`src/rtl/hex_scroll_ctrl.sv`:
```
// Scrolling six-digit seven-segment banner fed from a synchronous character memory.
// Each accepted character enters on HEX0 and pushes the window one digit to the left.
module hex_scroll_ctrl #(
  parameter int ADDR_W   = 5,
  parameter int TICK_DIV = 50000000
) (
  input  logic              CLOCK,
  input  logic              RESETn,
  input  logic              go,
  input  logic              stop,
  input  logic              pause,
  output logic [ADDR_W-1:0] mem_addr,
  input  logic [7:0]        mem_data,
  output logic [6:0]        HEX0,
  output logic [6:0]        HEX1,
  output logic [6:0]        HEX2,
  output logic [6:0]        HEX3,
  output logic [6:0]        HEX4,
  output logic [6:0]        HEX5,
  output logic              busy,
  output logic              empty
);

  localparam int              CNT_W     = (TICK_DIV > 1) ? $clog2(TICK_DIV) : 1;
  localparam logic [CNT_W-1:0] TICK_LAST = CNT_W'(TICK_DIV - 1);
  localparam logic [7:0]      BLANK     = 8'h20;

  typedef enum logic [1:0] {
    IDLE,
    FETCH,
    WAIT,
    HOLD
  } state_t;

  state_t                state;
  logic [ADDR_W-1:0]     ptr;
  logic [CNT_W-1:0]      tick;
  logic [5:0][7:0]       digits;

  // Only the eight letters this banner is meant to show light up; anything else is dark.
  function automatic logic [6:0] seg7(input logic [7:0] c);
    logic [6:0] s;
    case (c)
      8'd65:   s = 7'b0001000;
      8'd98:   s = 7'b0000011;
      8'd67:   s = 7'b1000110;
      8'd100:  s = 7'b0100001;
      8'd69:   s = 7'b0000110;
      8'd70:   s = 7'b0001110;
      8'd103:  s = 7'b0010000;
      8'd104:  s = 7'b0001011;
      default: s = 7'b1111111;
    endcase
    return s;
  endfunction

  always_ff @(posedge CLOCK or negedge RESETn) begin
    if (!RESETn) begin
      state  <= IDLE;
      ptr    <= '0;
      tick   <= '0;
      busy   <= 1'b0;
      empty  <= 1'b0;
      digits <= {6{BLANK}};
    end else if (state != IDLE && stop) begin
      state  <= IDLE;
      ptr    <= '0;
      busy   <= 1'b0;
      digits <= {6{BLANK}};
    end else begin
      case (state)
        IDLE: begin
          ptr <= '0;
          if (go && !stop) begin
            state  <= FETCH;
            busy   <= 1'b1;
            empty  <= 1'b0;
            digits <= {6{BLANK}};
          end
        end
        FETCH: state <= WAIT;
        WAIT: begin
          if (mem_data != 8'h00) begin
            digits <= {digits[4:0], mem_data};
            tick   <= '0;
            state  <= HOLD;
          end else if (ptr != '0) begin
            // Terminator mid-message: restart from the top without touching the display.
            ptr   <= '0;
            state <= FETCH;
          end else begin
            empty <= 1'b1;
            busy  <= 1'b0;
            state <= IDLE;
          end
        end
        HOLD: begin
          if (!pause) begin
            if (tick == TICK_LAST) begin
              ptr   <= ptr + ADDR_W'(1);
              state <= FETCH;
            end else begin
              tick <= tick + CNT_W'(1);
            end
          end
        end
        default: state <= IDLE;
      endcase
    end
  end

  assign mem_addr = ptr;
  assign HEX0     = seg7(digits[0]);
  assign HEX1     = seg7(digits[1]);
  assign HEX2     = seg7(digits[2]);
  assign HEX3     = seg7(digits[3]);
  assign HEX4     = seg7(digits[4]);
  assign HEX5     = seg7(digits[5]);

endmodule

```
`config.mk`:
```
export PLATFORM = sky130hd
export DESIGN_NAME = hex_scroll_ctrl
export DESIGN_NICKNAME = d
export VERILOG_FILES = /design/src/rtl/hex_scroll_ctrl.sv
export SDC_FILE = /design/constraint.sdc
export NUM_CORES = 1
export LEC_CHECK = 0
export CAP_MARGIN = 25
export CORE_MARGIN = 2
export CORE_UTILIZATION = 59
export CTS_BUF_LIST = sky130_fd_sc_hd__clkbuf_4 sky130_fd_sc_hd__clkbuf_8
export DETAILED_ROUTE_END_ITERATION = 12
export PLACE_DENSITY = 0.83
export RECOVER_POWER = 100
export SLEW_MARGIN = 20
export SYNTH_ARGS = -nofsm -noshare
export SYNTH_HDL_FRONTEND = slang
export SYNTH_SLANG_ARGS = --single-unit
```
`constraint.sdc`:
```
create_clock -name CLOCK -period 2.9 [get_ports CLOCK]
set_input_delay 0.435 -clock CLOCK [delete_from_list [all_inputs] [get_ports CLOCK]]
set_output_delay 0.435 -clock CLOCK [all_outputs]
set_load 0.01 [all_outputs]
```
==> impl_metrics.csv <==
group,metric,value,unit
clock_tree,cts.path.max_buffers,2,
place,postPlaceCellArea,6460,um2
sta,clock_skew,13.2,ps
power,power_frac_comb,0.324,
clock_tree,postCtsHoldBufs,0,
finish,final_common_cell,"nand2_1",
setup_path,worstPathCellList,"buf_4 -> and3_1 -> o22ai_1 -> nor2_1 -> o21ai_0 -> dlygate4sd3_1",
logic_synthesis,yosys.area.top_type,"dfrtp_1",
detailed_routing,firstDrtPassIters,5,
logic_synthesis,yosys.area.top_type_share,0.330,
setup_path,critPathTopFamily,"buffers and inverters",
setup_path,cp.required,2470,ps
place,preCtsSetupSlack,286,ps
global_routing,grt_start_max_net_pins,62,
global_routing,grt_busiest_layer,"met2",
clock_tree,clock_tree.root_cell,"clkbuf_8",
logic_synthesis,synth_nets,759,
power,clkPwrFrac,0.230,
sta,rsz0062_at_grt,"no",
clock_tree,htree_levels,3,
global_routing,grt_use_met3,0.0309,
finish,mostFrequentLayoutCells,"nand2_1, o21ai_0, dfrtp_1, nor2_1, dlygate4sd3_1",
logic_synthesis,syn_inst,739,
finish,final_cell_area,6630,um2
power,power_density,506,nW/um2
logic_synthesis,yosysWarnings,0,
setup_path,crit_type,"flip-flop to output port",
place,io_buffer_count,61,
power,switchingPower,1.33,mW
power,p_sw_frac,0.398,
job,max_cap_viol_count,0,
power,peakVddDrop,341,uV
power,leakagePower,2.69,nW
finish,num_antenna_cells,0,
finish,postLayoutCoreUtil,0.684,
clock_tree,clk-insertion-delay-late,360,ps
setup_path,crit_buf_inv,2,
power,p_total,3.36,mW
detailed_routing,vias_per_cell,6.11,
clock_tree,cts_buffers,9,
finish,stdcell_count,909,
global_routing,use_met2,0.468,
global_routing,grtUsageTotal,0.270,
sta,hold_ws,304,ps
global_routing,use_met1,0.354,
setup_path,worst_path_max_delay_cell,"dlygate4sd3_1",
finish,drive_above_1_share,0.0747,
clock_tree,path_clk_slew,100,ps
place,dp_hpwl,9940,um
power,internal_power,2.02,mW
detailed_routing,drc,0,
sta,tns,0,ps
logic_synthesis,netlist_area,5840,um2
sta,setup_viol,0,
logic_synthesis,synth-edff-count,0,
logic_synthesis,ys_types,68,
sta,slew_headroom,0.205,
finish,syn_to_final_growth,13.5,%
setup_path,cp.arrival,2330,ps
place,place_inst,887,
global_routing,grt-ovfl-total,0,
sta,period_needed,2760,ps
logic_synthesis,postSynthAreaPerCell,7.90,um2
global_routing,grt_pass1_vias,5120,
sta,worst_slew_pin_slew,1190,ps
detailed_routing,drtIter0Drc,234,
global_routing,grt_pass1_wl,23400,um
setup_path,crit_path_end_kind,"output port",
floorplanning,pin_count,62,
detailed_routing,wl_per_cell,15.4,um
floorplanning,chipWidth,103,um
setup_path,worstSetupStartpointType,"flip-flop",
floorplanning,coreArea,9680,um2
sta,achievable-frequency,362,MHz
power,sequentialPowerShare,0.446,
clock_tree,cts_tree,"built",
place,gp_congestion,0.879,
logic_synthesis,ys_dominant_reg_cell,"dfrtp_1",
setup_path,cp_max_fo,8,
status,status,"finished, final reports clean",
floorplanning,die_area,10700,um2
floorplanning,die_y,103,um
finish,final_nets,791,
floorplanning,start_util,0.603,
global_routing,antenna_found_initial,0,
logic_synthesis,async_flop_share,1.00,
detailed_routing,vias,5556,
sta,slew_violations,0,
logic_synthesis,synthTopCellsByArea,"dfrtp_1, nand2_1, o21ai_0, nor2_1, dfstp_2",
sta,period_share,0.953,
sta,worst_slack,135,ps
floorplanning,rows,36,
worst_hold_path,hold_path.class,"primary input to asynchronous set/reset pin",
logic_synthesis,seq_area_frac_synth,0.357,
detailed_routing,routed_wl,14000,um
clock_tree,cts_sinks,83,
logic_synthesis,synth-seq-cells,83,
detailed_routing,ant_nets,0,
sta,final-hold-violation-count,0,
setup_path,critPathMaxStageDelay,650,ps
cell usage after synthesis (3+ instances only):
cell / n
nor2_1: 44
buf_1: 7
ha_1: 7
o41ai_1: 3
and4_1: 6
xnor2_1: 10
o211ai_1: 5
nand2b_1: 10
o21a_1: 5
dfstp_2: 6
a31oi_1: 10
and2_1: 8
mux2_2: 4
nor2b_1: 11
nor3_1: 24
o22ai_1: 6
and3_1: 14
nand4_1: 8
clkbuf_1: 37
nor4_1: 13
o32ai_1: 3
xor2_1: 18
o22a_1: 3
nand3_1: 17
nor4_2: 3
a22o_1: 4
mux2i_1: 9
dfrtp_1: 77
a221o_1: 11
buf_6: 4
nor3b_1: 8
a21o_1: 4
nand2_1: 145
o21ai_0: 90
a21oi_1: 27
buf_2: 10
a211o_1: 3
o31ai_1: 9
inv_1: 16
or3_1: 3
area by class of cell:
cell class / count / area [um2]
Clock inverter: 6 / 48.8
Timing Repair Buffer: 80 / 724
Inverter: 17 / 63.8
Fill cell: 798 / 3060
Clock buffer: 10 / 131
Tap cell: 133 / 166
Multi-Input combinational cell: 580 / 3410
Sequential cell: 83 / 2090
power groups by stage:
stage / combinational [mW] / clock (mW) / sequential (mW)
finish: 1.09 / 0.773 / 1.50
global route: 1.23 / 0.840 / 1.52
CTS: 1.05 / 0.782 / 1.51
detailed placement: 1.05 / 0 / 1.53
global placement: 0.993 / 0 / 1.52
floorplan: 0.918 / 0 / 1.39
routing by layer:
metal,up-vias,wire [um]
met4,0,295
li1,2695,-
met3,24,469
met2,160,7160
met5,-,0
met1,2677,6070
worst paths after layout:
path	from	end	slack, ps	depth (start not counted)
setup / recovery	digits[13]	HEX1[5]	140	6
hold / removal	RESETn	tick[3]	300	1
setup reg to reg	state[1]	tick[3]	260	7
hold reg to reg	digits[30]	digits[30]	510	2
max in group asynchronous	RESETn	tick[19]	1060	2
min in group CLOCK	digits[30]	digits[30]	510	2
state kept, by name, summed over array words and instances (netlist names):
register and count:
digits 48, state 2, tick 26, mem_addr 5, empty 1, busy 1
kinds of logic after synthesis:
group	after synthesis	synth area share
simple gates	334	0.291
fa+ha+maj	7	0.0150
compound gates	196	0.211
xor+xnor	28	0.0420
buf+inv	76	0.0568
flops	83	0.357
mux	15	0.0276
timing repair:
item | CTS | global route
setup buffers | 0 | 6
gates resized for setup | 0 | 6
endpoints found under the setup margin | 0 | 6
(Power assumes the default switching activity.)
